==> src/rtl/fetch_ctrl_pkg.sv <==
// Shared types for the fetch-stage controller: address width, FSM encoding and
// the fixed-priority request decode used by the PC-select mux.
package fetch_ctrl_pkg;

    localparam int ADDR_WIDTH = 32;

    typedef enum logic [1:0] {
        ST_BOOT  = 2'd0,
        ST_RUN   = 2'd1,
        ST_STALL = 2'd2,
        ST_EXC   = 2'd3
    } fetch_state_e;

    typedef enum logic [2:0] {
        REQ_NONE  = 3'd0,
        REQ_STALL = 3'd1,
        REQ_JMP   = 3'd2,
        REQ_BR    = 3'd3,
        REQ_EXC   = 3'd4
    } fetch_req_e;

    // Older pipeline stages win: exception, then EX branch, then ID jump, then stall.
    function automatic fetch_req_e pick_req(input logic exc, input logic br,
                                            input logic jmp, input logic stall);
        if (exc)        return REQ_EXC;
        else if (br)    return REQ_BR;
        else if (jmp)   return REQ_JMP;
        else if (stall) return REQ_STALL;
        else            return REQ_NONE;
    endfunction

endpackage

==> src/rtl/fetch_ctrl_sat_counter.sv <==
// Saturating up-counter for performance statistics; holds at all-ones instead
// of wrapping so an overflowed count is still recognisable.
module sat_counter #(
    parameter int CNT_W = 16
) (
    input  logic             clk_i,
    input  logic             rst_ni,
    input  logic             inc_i,
    input  logic             clear_i,
    output logic [CNT_W-1:0] cnt_o
);

    logic [CNT_W-1:0] cnt_q, cnt_d;

    always_comb begin
        cnt_d = cnt_q;
        if (clear_i)
            cnt_d = '0;
        else if (inc_i && (cnt_q != '1))
            cnt_d = cnt_q + 1'b1;
    end

    always_ff @(posedge clk_i or negedge rst_ni) begin
        if (!rst_ni) cnt_q <= '0;
        else         cnt_q <= cnt_d;
    end

    assign cnt_o = cnt_q;

endmodule

==> src/rtl/fetch_ctrl.sv <==
// Fetch-stage sequencer: boot hold, redirect/stall arbitration onto the fetch
// unit's PC-select pair, pipeline flushes, stall watchdog and perf counters.
module fetch_ctrl
    import fetch_ctrl_pkg::*;
#(
    parameter int                    BOOT_CYCLES = 4,
    parameter int                    MAX_STALL   = 64,
    parameter logic [ADDR_WIDTH-1:0] EXC_VEC     = 32'h80,
    parameter int                    CNT_W       = 16
) (
    input  logic                  clk_87,
    input  logic                  rst_n_87,
    input  logic                  stall_87,
    input  logic                  jmp_87,
    input  logic [ADDR_WIDTH-1:0] jmp_tgt_87,
    input  logic                  br_taken_87,
    input  logic [ADDR_WIDTH-1:0] br_tgt_87,
    input  logic                  exc_87,
    input  logic [ADDR_WIDTH-1:0] if_npc_87,
    output logic [ADDR_WIDTH-1:0] pc_87,
    output logic                  sel_87,
    output logic                  fetch_rst_87,
    output logic                  flush_if_87,
    output logic                  flush_id_87,
    output logic                  stall_err_87,
    output logic [CNT_W-1:0]      stall_cnt_87,
    output logic [CNT_W-1:0]      redir_cnt_87,
    output logic [1:0]            state_87
);

    localparam int              RUN_W     = $clog2(MAX_STALL + 1);
    localparam logic [3:0]      BOOT_LAST = 4'(BOOT_CYCLES - 1);
    localparam logic [RUN_W-1:0] RUN_LAST = RUN_W'(MAX_STALL - 1);

    fetch_state_e     state_q, state_d;
    logic [3:0]       boot_q, boot_d;
    logic [RUN_W-1:0] run_q, run_d;
    logic             err_q, err_d;
    fetch_req_e       req;
    logic             stall_win, redir_win;

    always_comb begin
        req          = pick_req(exc_87, br_taken_87, jmp_87, stall_87);
        state_d      = state_q;
        boot_d       = boot_q;
        fetch_rst_87 = 1'b0;
        sel_87       = 1'b0;
        pc_87        = if_npc_87;
        flush_if_87  = 1'b0;
        flush_id_87  = 1'b0;
        stall_win    = 1'b0;
        redir_win    = 1'b0;

        unique case (state_q)
            ST_BOOT: begin
                fetch_rst_87 = 1'b1;
                pc_87        = '0;
                flush_if_87  = 1'b1;
                flush_id_87  = 1'b1;
                boot_d       = boot_q + 4'd1;
                if (boot_q == BOOT_LAST) begin
                    state_d = ST_RUN;
                    boot_d  = '0;
                end
            end
            ST_RUN, ST_STALL: begin
                unique case (req)
                    REQ_EXC: begin
                        sel_87      = 1'b1;
                        pc_87       = EXC_VEC;
                        flush_if_87 = 1'b1;
                        flush_id_87 = 1'b1;
                        redir_win   = 1'b1;
                        state_d     = ST_EXC;
                    end
                    REQ_BR: begin
                        sel_87      = 1'b1;
                        pc_87       = br_tgt_87;
                        flush_if_87 = 1'b1;
                        flush_id_87 = 1'b1;
                        redir_win   = 1'b1;
                        state_d     = ST_RUN;
                    end
                    REQ_JMP: begin
                        sel_87      = 1'b1;
                        pc_87       = jmp_tgt_87;
                        flush_if_87 = 1'b1;
                        redir_win   = 1'b1;
                        state_d     = ST_RUN;
                    end
                    // Re-present the address already in flight so the fetch regs hold.
                    REQ_STALL: begin
                        sel_87    = 1'b1;
                        pc_87     = if_npc_87 - ADDR_WIDTH'(4);
                        stall_win = 1'b1;
                        state_d   = ST_STALL;
                    end
                    default: state_d = ST_RUN;
                endcase
            end
            // Fetch proceeds sequentially from the vector; only the stale slot is killed.
            ST_EXC: begin
                flush_if_87 = 1'b1;
                state_d     = ST_RUN;
            end
            default: state_d = ST_BOOT;
        endcase
    end

    // Watchdog on consecutive stall cycles; any other cycle restarts the run.
    always_comb begin
        run_d = '0;
        err_d = err_q;
        if (stall_win) begin
            run_d = (run_q == RUN_LAST) ? run_q : run_q + 1'b1;
            if (run_q == RUN_LAST)
                err_d = 1'b1;
        end
    end

    always_ff @(posedge clk_87 or negedge rst_n_87) begin
        if (!rst_n_87) begin
            state_q <= ST_BOOT;
            boot_q  <= '0;
            run_q   <= '0;
            err_q   <= 1'b0;
        end else begin
            state_q <= state_d;
            boot_q  <= boot_d;
            run_q   <= run_d;
            err_q   <= err_d;
        end
    end

    sat_counter #(.CNT_W(CNT_W)) u_stall_cnt (
        .clk_i   (clk_87),
        .rst_ni  (rst_n_87),
        .inc_i   (stall_win),
        .clear_i (1'b0),
        .cnt_o   (stall_cnt_87)
    );

    sat_counter #(.CNT_W(CNT_W)) u_redir_cnt (
        .clk_i   (clk_87),
        .rst_ni  (rst_n_87),
        .inc_i   (redir_win),
        .clear_i (1'b0),
        .cnt_o   (redir_cnt_87)
    );

    assign stall_err_87 = err_q;
    assign state_87     = state_q;

endmodule

==> config.mk <==
export PLATFORM = sky130hd
export DESIGN_NAME = fetch_ctrl
export DESIGN_NICKNAME = d
export VERILOG_FILES = /design/src/rtl/fetch_ctrl_pkg.sv /design/src/rtl/fetch_ctrl_sat_counter.sv /design/src/rtl/fetch_ctrl.sv
export SDC_FILE = /design/constraint.sdc
export NUM_CORES = 1
export LEC_CHECK = 0
export ABC_AREA = 1
export CORE_ASPECT_RATIO = 1.2
export CORE_MARGIN = 5
export CORE_UTILIZATION = 27
export CTS_CLUSTER_DIAMETER = 60
export CTS_CLUSTER_SIZE = 16
export DETAILED_ROUTE_END_ITERATION = 7
export PLACE_DENSITY = 0.59
export SLEW_MARGIN = 20
export SYNTH_ARGS = -nofsm -noshare
export SYNTH_HDL_FRONTEND = slang
export SYNTH_SLANG_ARGS = --single-unit
==> constraint.sdc <==
create_clock -name clk_87 -period 2.7 [get_ports clk_87]
set_input_delay 0.54 -clock clk_87 [delete_from_list [all_inputs] [get_ports clk_87]]
set_output_delay 0.54 -clock clk_87 [all_outputs]
set_load 0.01 [all_outputs]
==> results of run 1 <==
## per-layer routing
metal	global-route usage (%)	share of wire (%)	vias to the layer above	wire (um)
li1	-	-	2974	-
met5	0	0.25	-	45
met3	4.57	8.0	36	1440
met2	30.4	49	177	8810
met1	20.8	40	2596	7170
met4	4.80	2.5	6	442
## what timing repair did
| action | CTS | global route |
|---|---|---|
| setup endpoints to repair | 34 | 34 |
| buffers inserted | 11 | 3 |
| pin swaps | 23 | 11 |
| resized for setup | 162 | 63 |
## kinds of logic after synthesis
kind of cell / after synthesis / synth area share, %
buffers and inverters: 123 / 11.0
adders and majority gates: 7 / 1.89
AOI/OAI and AO/OA: 98 / 13.2
and+or+nand+nor: 451 / 43.2
DFF: 46 / 24.9
xor gates and xnor gates: 31 / 5.87
## power by group through the flow
stage | Sequential [mW] | Combinational (mW) | Clock [mW]
finish | 0.939 | 1.39 | 0.618
CTS | 0.941 | 1.40 | 0.635
global route | 0.962 | 1.53 | 0.657
global placement | 0.949 | 1.41 | 0
floorplan | 0.971 | 0.581 | 0
detailed placement | 0.954 | 1.42 | 0
## state kept, by name, indices dropped and copies added, names as in the netlist
name and flops:
run_q 7, boot_q 4, state_87 2, u_redir_cnt.cnt_o 16, stall_err_87 1, u_stall_cnt.cnt_o 16
## metrics by stage
stage / utilization [%] / hold slack (ns) / setup TNS, ns / cells / power, mW
final: 45.6 / 0.263 / 0 / 1238 / 2.95
after detailed placement: 43.1 / 0.457 / -14.22 / 1215 / 2.37
after floorplan: - / 0.244 / 0 / 756 / 1.55
after global placement: 43.1 / 0.458 / -14.05 / 1215 / 2.36
after CTS: 45.2 / 0.290 / -0.0228 / 1234 / 2.98
after global routing: 45.6 / 0.325 / -0.0898 / 1238 / 3.15
## worst max-delay path, stage by stage
cell                              delay, ns
sky130_fd_sc_hd__clkdlybuf4s50_1       0.47
sky130_fd_sc_hd__inv_2                 0.06
sky130_fd_sc_hd__nand2_4               0.14
sky130_fd_sc_hd__nor2_8                0.06
sky130_fd_sc_hd__buf_6                 0.16
sky130_fd_sc_hd__a221oi_4              0.25
sky130_fd_sc_hd__nand2_1               0.08
sky130_fd_sc_hd__nand2_1               0.06
sky130_fd_sc_hd__nand2_1               0.06
sky130_fd_sc_hd__clkdlybuf4s15_2       0.22
## synth_stat cells, types with 3 or more instances
| master | n |
|---|---|
| sky130_fd_sc_hd__nand2_1 | 243 |
| sky130_fd_sc_hd__xnor2_1 | 12 |
| sky130_fd_sc_hd__nand4_1 | 19 |
| sky130_fd_sc_hd__nand2_2 | 3 |
| sky130_fd_sc_hd__nor3_2 | 3 |
| sky130_fd_sc_hd__nor2_1 | 87 |
| sky130_fd_sc_hd__a21oi_1 | 5 |
| sky130_fd_sc_hd__o21ai_1 | 15 |
| sky130_fd_sc_hd__nor2_4 | 3 |
| sky130_fd_sc_hd__o21ai_0 | 38 |
| sky130_fd_sc_hd__clkbuf_1 | 6 |
| sky130_fd_sc_hd__o21bai_1 | 6 |
| sky130_fd_sc_hd__buf_6 | 3 |
| sky130_fd_sc_hd__o211ai_1 | 3 |
| sky130_fd_sc_hd__a221oi_1 | 16 |
| sky130_fd_sc_hd__inv_1 | 98 |
| sky130_fd_sc_hd__nand2_4 | 3 |
| sky130_fd_sc_hd__ha_1 | 7 |
| sky130_fd_sc_hd__nor2_2 | 3 |
| sky130_fd_sc_hd__dfrtp_1 | 46 |
| sky130_fd_sc_hd__nand3b_1 | 3 |
| sky130_fd_sc_hd__nor3_1 | 12 |
| sky130_fd_sc_hd__xor2_1 | 19 |
| sky130_fd_sc_hd__o21ai_2 | 4 |
| sky130_fd_sc_hd__nand3_1 | 65 |
| sky130_fd_sc_hd__buf_2 | 12 |
| sky130_fd_sc_hd__o22ai_1 | 5 |
## worst paths after layout
check	cells past startpoint	start	slack [ns]	endpoint
min in group clk_87	1	stall_err_87	0.48	stall_err_87
max in group asynchronous	2	rst_n_87	1.83	u_redir_cnt.cnt_o[11]
min reg2reg	1	stall_err_87	0.48	stall_err_87
min	1	rst_n_87	0.26	u_stall_cnt.cnt_o[4]
max	10	jmp_87	0.05	pc_87[20]
max reg2reg	12	state_87[0]	0.82	u_redir_cnt.cnt_o[14]
## final cells by class
| cell class | instances | area [sq um] | area share [%] |
|---|---|---|---|
| Clock inverter | 3 | 21.3 | 0.277 |
| Sequential cell | 46 | 1150 | 15.0 |
| Inverter | 101 | 389 | 5.07 |
| Antenna cell | 1 | 2.50 | 0.0326 |
| Multi-Input combinational cell | 587 | 3220 | 41.9 |
| Clock buffer | 5 | 125 | 1.63 |
| Tap cell | 216 | 270 | 3.52 |
| Timing Repair Buffer | 279 | 2500 | 32.6 |
## layout by cell type (no fill, tap or decap), drive strengths merged, types with 5 or more instances in the layout
cell	instances
xor2	19
ha	7
o22ai	5
nand3	67
a221oi	16
nor2	95
dlymetal6s2s	9
o21ai	57
buf	120
nor3	15
nand4	19
nand2	249
dfrtp	46
dlygate4sd2	31
a21oi	5
clkdlybuf4s50	105
o21bai	6
clkbuf	16
xnor2	12
inv	101
==> metrics.log, run 1 <==
[metrics] Distinct cells, synth: 41
[metrics] fillers: 1746
[metrics] max-slew violations: 0
[metrics] Sink Count: 46
[metrics] number of warnings printed during yosys synthesis: 0
[metrics] portion of the post-synthesis area used by sequential elements: 24.9%
[metrics] layout cell share with drive strength beyond 1: 22.3%
[metrics] remaining number of nets flagged by the antenna check after routing: 0
[metrics] number of top-level pins: 173
[metrics] post-place setup slack: -0.564 ns
[metrics] standby leakage power: 3.75 nW
[metrics] Clk pwr share: 20.9%
[metrics] ys flop type: sky130_fd_sc_hd__dfrtp_1
[metrics] class of the most critical hold timing path: in2async
[metrics] critical path data required time: 2.16 ns
[metrics] slew of the pin with the lowest slew margin: 0.649 ns
[metrics] switching power of the nets: 1.10 mW
[metrics] total vias in the final route: 5789
[metrics] design internal power: 1.85 mW
[metrics] synthesized instance count: 756
[metrics] Tcrit/Tclk final: 98.3%
[metrics] violation count after the first detailed-route iteration: 270
[metrics] last weighted congestion value of the routability-driven placer: 1.00
[metrics] Fin Clk Skew: 0.00927 ns
[metrics] initial cell density of the core: 27.4%
[metrics] post-place instance area: 7260 sq um
[metrics] via count of the first global-routing pass: 5644
[metrics] kind of critical path: in2out
[metrics] Worst IR Drop VDD: 0.260 mV
[metrics] part of the total power dissipated in sequential elements: 31.8%
[metrics] Post-synth EDFFs: 0
[metrics] total iterations of the first detailed-routing run: 4
[metrics] asr flop ratio synth: 100%
[metrics] synthesized area: 4620 sq um
[metrics] switching share of total power: 37.4%
[metrics] highest net fanout along the worst path: 15
[metrics] Synth Area per Inst: 6.12 sq um
[metrics] clock buffer count from CTS: 5
[metrics] Total Nets Final: 1129
[metrics] net count of the mapped netlist: 865
[metrics] largest buffer count on any clock path: 2
[metrics] first-pass GRT wire length: 27.9 mm
[metrics] Data arrival, critical path: 2.11 ns
[metrics] clock edge transition at the registers on the reported setup and hold paths: 0.07 ns
[metrics] number of H-tree branching levels: 2
[metrics] HPWL after detailed placement: 14.6 mm
[metrics] crit path capture type: output pin
[metrics] Layout area overhead: 66.0%
[metrics] Vias/cell: 4.68
[metrics] highest clock frequency the design can meet: 0.377 GHz
[metrics] number of placement rows: 52
[metrics] worst skew pair latency: 0.29 ns
[metrics] # DRC: 0
[metrics] Post-CTS Hold Fix Bufs: 0
[metrics] Total Wirelength: 17.9 mm
[metrics] cell types with the largest area share after synthesis: sky130_fd_sc_hd__dfrtp_1 25%, sky130_fd_sc_hd__nand2_1 20%, sky130_fd_sc_hd__inv_1 8.0%, sky130_fd_sc_hd__nor2_1 7.1%, sky130_fd_sc_hd__nand3_1 7.0%
[metrics] master cell of the clock root buffer: sky130_fd_sc_hd__clkbuf_16
[metrics] setup repair after global routing missed its margin: true
[metrics] grt total ovfl: 0
[metrics] Placeable Area: 16900 sq um
[metrics] aggregate global-route resource usage: 17.4%
[metrics] number of buffers inserted by port buffering: 172
[metrics] Final min period: 2.65 ns
[metrics] Total Die Area: 19900 sq um
[metrics] Horiz. Die Dim: 129 um
[metrics] Die Y-Extent: 153 um
[metrics] Final Hold Violating Endpoints: 0
[metrics] Logic pwr share: 47.3%
[metrics] Pwr Density: 384 nW/um^2
[metrics] max_slew headroom: 56.7%
[metrics] wire length per cell after detailed routing: 14.5 um
[metrics] number of synthesized register bits: 46
[metrics] CTS tree: built
[metrics] status: complete, no violations
[metrics] largest net degree at the start of global routing: 30
[metrics] cell taking the most area after synthesis: sky130_fd_sc_hd__dfrtp_1
[metrics] area fraction of the dominant cell type after synthesis: 24.9%
[metrics] Setup-failing EPs final: 0
[metrics] post-layout instance area: 7680 sq um
[metrics] critical path launch point type: input port
[metrics] max-capacitance violation count: 0
[metrics] antenna violations before repair: 4
[metrics] worst setup margin: 0.0463 ns
Power figures use the tool's default switching activity.
==> run 2, diff against run 1 <==
--- a/config.mk
+++ b/config.mk
@@ -13,7 +13,7 @@
 export CTS_CLUSTER_SIZE = 16
 export DETAILED_ROUTE_END_ITERATION = 7
 export PLACE_DENSITY = 0.59
-export SLEW_MARGIN = 20
+export SLEW_MARGIN = 30
 export SYNTH_ARGS = -nofsm -noshare
 export SYNTH_HDL_FRONTEND = slang
 export SYNTH_SLANG_ARGS = --single-unit
==> results of run 2 <==
Final layout, timing and power as in run 1 (identical DEF).
==> run 3, diff against run 2 <==
--- a/config.mk
+++ b/config.mk
@@ -13,6 +13,7 @@
 export CTS_CLUSTER_SIZE = 16
 export DETAILED_ROUTE_END_ITERATION = 7
 export PLACE_DENSITY = 0.59
+export REMOVE_ABC_BUFFERS = 1
 export SLEW_MARGIN = 30
 export SYNTH_ARGS = -nofsm -noshare
 export SYNTH_HDL_FRONTEND = slang
==> metrics.log, run 3 (same netlist as run 1, synthesis figures left out) <==
[metrics] status: complete, no violations
[metrics] number of buffers inserted by port buffering: 172 (unchanged)
[metrics] number of H-tree branching levels: 2 (unchanged)
[metrics] layout cell share with drive strength beyond 1: 22.6% (+0.31 points)
[metrics] # DRC: 0 (unchanged)
[metrics] aggregate global-route resource usage: 18.1% (+0.68 points)
[metrics] most common library cell in the layout ignoring fill and taps: sky130_fd_sc_hd__nand2_1
[metrics] Fin Clk Skew: 0.00363 ns (-0.00564 ns)
[metrics] Vias/cell: 4.74 (+1.4%)
[metrics] Critical R2R Launch: state_87[0]
[metrics] largest buffer count on any clock path: 2 (unchanged)
[metrics] master cell of the clock root buffer: sky130_fd_sc_hd__clkbuf_16
[metrics] Pwr Density: 407 nW/um^2 (+5.9%)
[metrics] Final Hold Violating Endpoints: 0 (unchanged)
[metrics] total vias in the final route: 5849 (+1.0%)
[metrics] Setup-failing EPs final: 0 (unchanged)
[metrics] max_slew headroom: 60.7% (+4.0 points)
[metrics] slew of the pin with the lowest slew margin: 0.590 ns (-0.0593 ns)
[metrics] setup repair after global routing missed its margin: true
[metrics] number of placement rows: 52 (unchanged)
[metrics] clock edge transition at the registers on the reported setup and hold paths: 0.06 ns (about the same)
[metrics] Data arrival, critical path: 2.09 ns (-0.02 ns)
[metrics] Post-CTS Hold Fix Bufs: 0 (unchanged)
[metrics] worst skew pair latency: 0.29 ns (about the same)
[metrics] worst setup margin: 0.0744 ns (+0.0281 ns)
[metrics] number of top-level pins: 173 (unchanged)
[metrics] clock buffer count from CTS: 5 (unchanged)
[metrics] antenna violations before repair: 5 (+1)
[metrics] wire length per cell after detailed routing: 15.1 um (+4.7%)
[metrics] CTS tree: built
[metrics] critical path launch point type: register
[metrics] kind of critical path: reg2out
[metrics] fillers: 1724 (-1.3%)
[metrics] remaining number of nets flagged by the antenna check after routing: 0 (unchanged)
[metrics] violation count after the first detailed-route iteration: 259 (-4.1%)
[metrics] Sink Count: 46 (unchanged)
[metrics] setup slack of the most critical reg-to-reg path: 0.83 ns (about the same)
[metrics] Horiz. Die Dim: 129 um (unchanged)
[metrics] via count of the first global-routing pass: 5837 (+3.4%)
[metrics] highest clock frequency the design can meet: 0.381 GHz (+1.1%)
[metrics] last weighted congestion value of the routability-driven placer: 0.936 (-6.5%)
[metrics] Worst IR Drop VDD: 0.385 mV (+48%)
[metrics] Placed Cells: 1210 (-0.41%)
[metrics] max-slew violations: 0 (unchanged)
[metrics] Total Wirelength: 18.7 mm (+4.3%)
[metrics] commonest cells after routing, fill and taps aside: 235 x sky130_fd_sc_hd__nand2_1, 104 x sky130_fd_sc_hd__clkdlybuf4s50_1, 93 x sky130_fd_sc_hd__inv_1
[metrics] grt total ovfl: 0 (unchanged)
[metrics] highest net fanout along the worst path: 31 (+16)
[metrics] RR Endpoint: stall_err_87
[metrics] initial cell density of the core: 27.4% (unchanged)
[metrics] critical path data required time: 2.16 ns (about the same)
[metrics] max-capacitance violation count: 0 (unchanged)
[metrics] Layout area overhead: 68.3%
[metrics] Die Y-Extent: 153 um (unchanged)
[metrics] total iterations of the first detailed-routing run: 7 (+3)
[metrics] worst reg-to-reg path cell count: 9 (-3)
[metrics] Placeable Area: 16900 sq um (unchanged)
[metrics] class of the most critical hold timing path: in2async
[metrics] Total Nets Final: 1124 (-0.44%)
[metrics] number of cells in the finished layout apart from fillers: 1234 (-0.32%)
[metrics] Tcrit/Tclk final: 97.2% (-1.0 points)
[metrics] Final min period: 2.63 ns (-0.0281 ns)
[metrics] Total Die Area: 19900 sq um (unchanged)
[metrics] crit path capture type: output pin
[metrics] standby leakage power: 3.75 nW (about the same)
[metrics] first-pass GRT wire length: 29.2 mm (+4.4%)
[metrics] post-place setup slack: -0.689 ns (-0.125 ns)
[metrics] HPWL after detailed placement: 14.7 mm (+0.76%)
[metrics] largest net degree at the start of global routing: 47 (+57%)
==> run 3: through the flow <==
step                total power, mW  hold WS, ns  util (%)  TNS, ns  area, sq um
finish                         3.17        0.331      46.2        0         7780
floorplan                      1.53        0.244         -   -0.344         4500
global route                   3.36        0.399      46.2  -0.0796         7780
detailed placement             2.38        0.467      43.0   -16.19         7240
global placement               2.36        0.461      43.0   -15.41         7240
CTS                            3.19        0.360      45.5   -0.714         7670
==> run 3: per-layer routing <==
layer / vias up / wire length (um) / global-route usage (%)
li1: 2958 / - / -
met1: 2651 / 7340 / 21.4
met2: 201 / 9480 / 32.7
met3: 33 / 1490 / 4.22
met4: 6 / 339 / 4.16
met5: - / 39 / 0
==> run 3: report_power, final <==
part           total [mW]  leakage, nW  internal [mW]  switching (mW)
clock network       0.817       0.0971          0.556           0.261
registers           0.940        0.590          0.802           0.138
logic                1.41         3.06          0.702           0.709
total                3.17         3.75           2.06            1.11
==> run 3: layout make-up <==
class / instances / area [sq um] / area share, %
Inverter: 101 / 384 / 4.94
Multi-Input combinational cell: 587 / 3250 / 41.8
Timing Repair Buffer: 274 / 2520 / 32.4
Sequential cell: 46 / 1150 / 14.8
Clock buffer: 6 / 139 / 1.78
Clock inverter: 2 / 60.1 / 0.772
Antenna cell: 2 / 5.00 / 0.0643
Tap cell: 216 / 270 / 3.47
==> run 3: worst max path at each step <==
stage	depth (start not counted)	slack, ns	to	start
floorplan	6	-0.11	pc_87[5]	state_87[0]
CTS	10	-0.15	pc_87[15]	jmp_87
finish	8	0.07	flush_id_87	state_87[0]
detailed placement	9	-0.69	pc_87[15]	br_taken_87
global placement	9	-0.68	pc_87[15]	br_taken_87
global route	11	-0.04	pc_87[24]	if_npc_87[4]
==> run 3: critical path: stages (launching register included) <==
cell	delay, ns
sky130_fd_sc_hd__dfrtp_1	0.43
sky130_fd_sc_hd__inv_1	0.07
sky130_fd_sc_hd__ha_1	0.30
sky130_fd_sc_hd__inv_1	0.08
sky130_fd_sc_hd__nor2_2	0.14
sky130_fd_sc_hd__buf_12	0.21
sky130_fd_sc_hd__inv_1	0.10
sky130_fd_sc_hd__o22ai_1	0.13
sky130_fd_sc_hd__dlygate4sd2_1	0.34
==> run 3: repair_timing <==
action	CTS	global route
gates resized for setup	160	74
pin swaps	16	12
cloned	1	0
setup endpoints to repair	35	28
buffers inserted	11	3
hold endpoints to repair	0	0
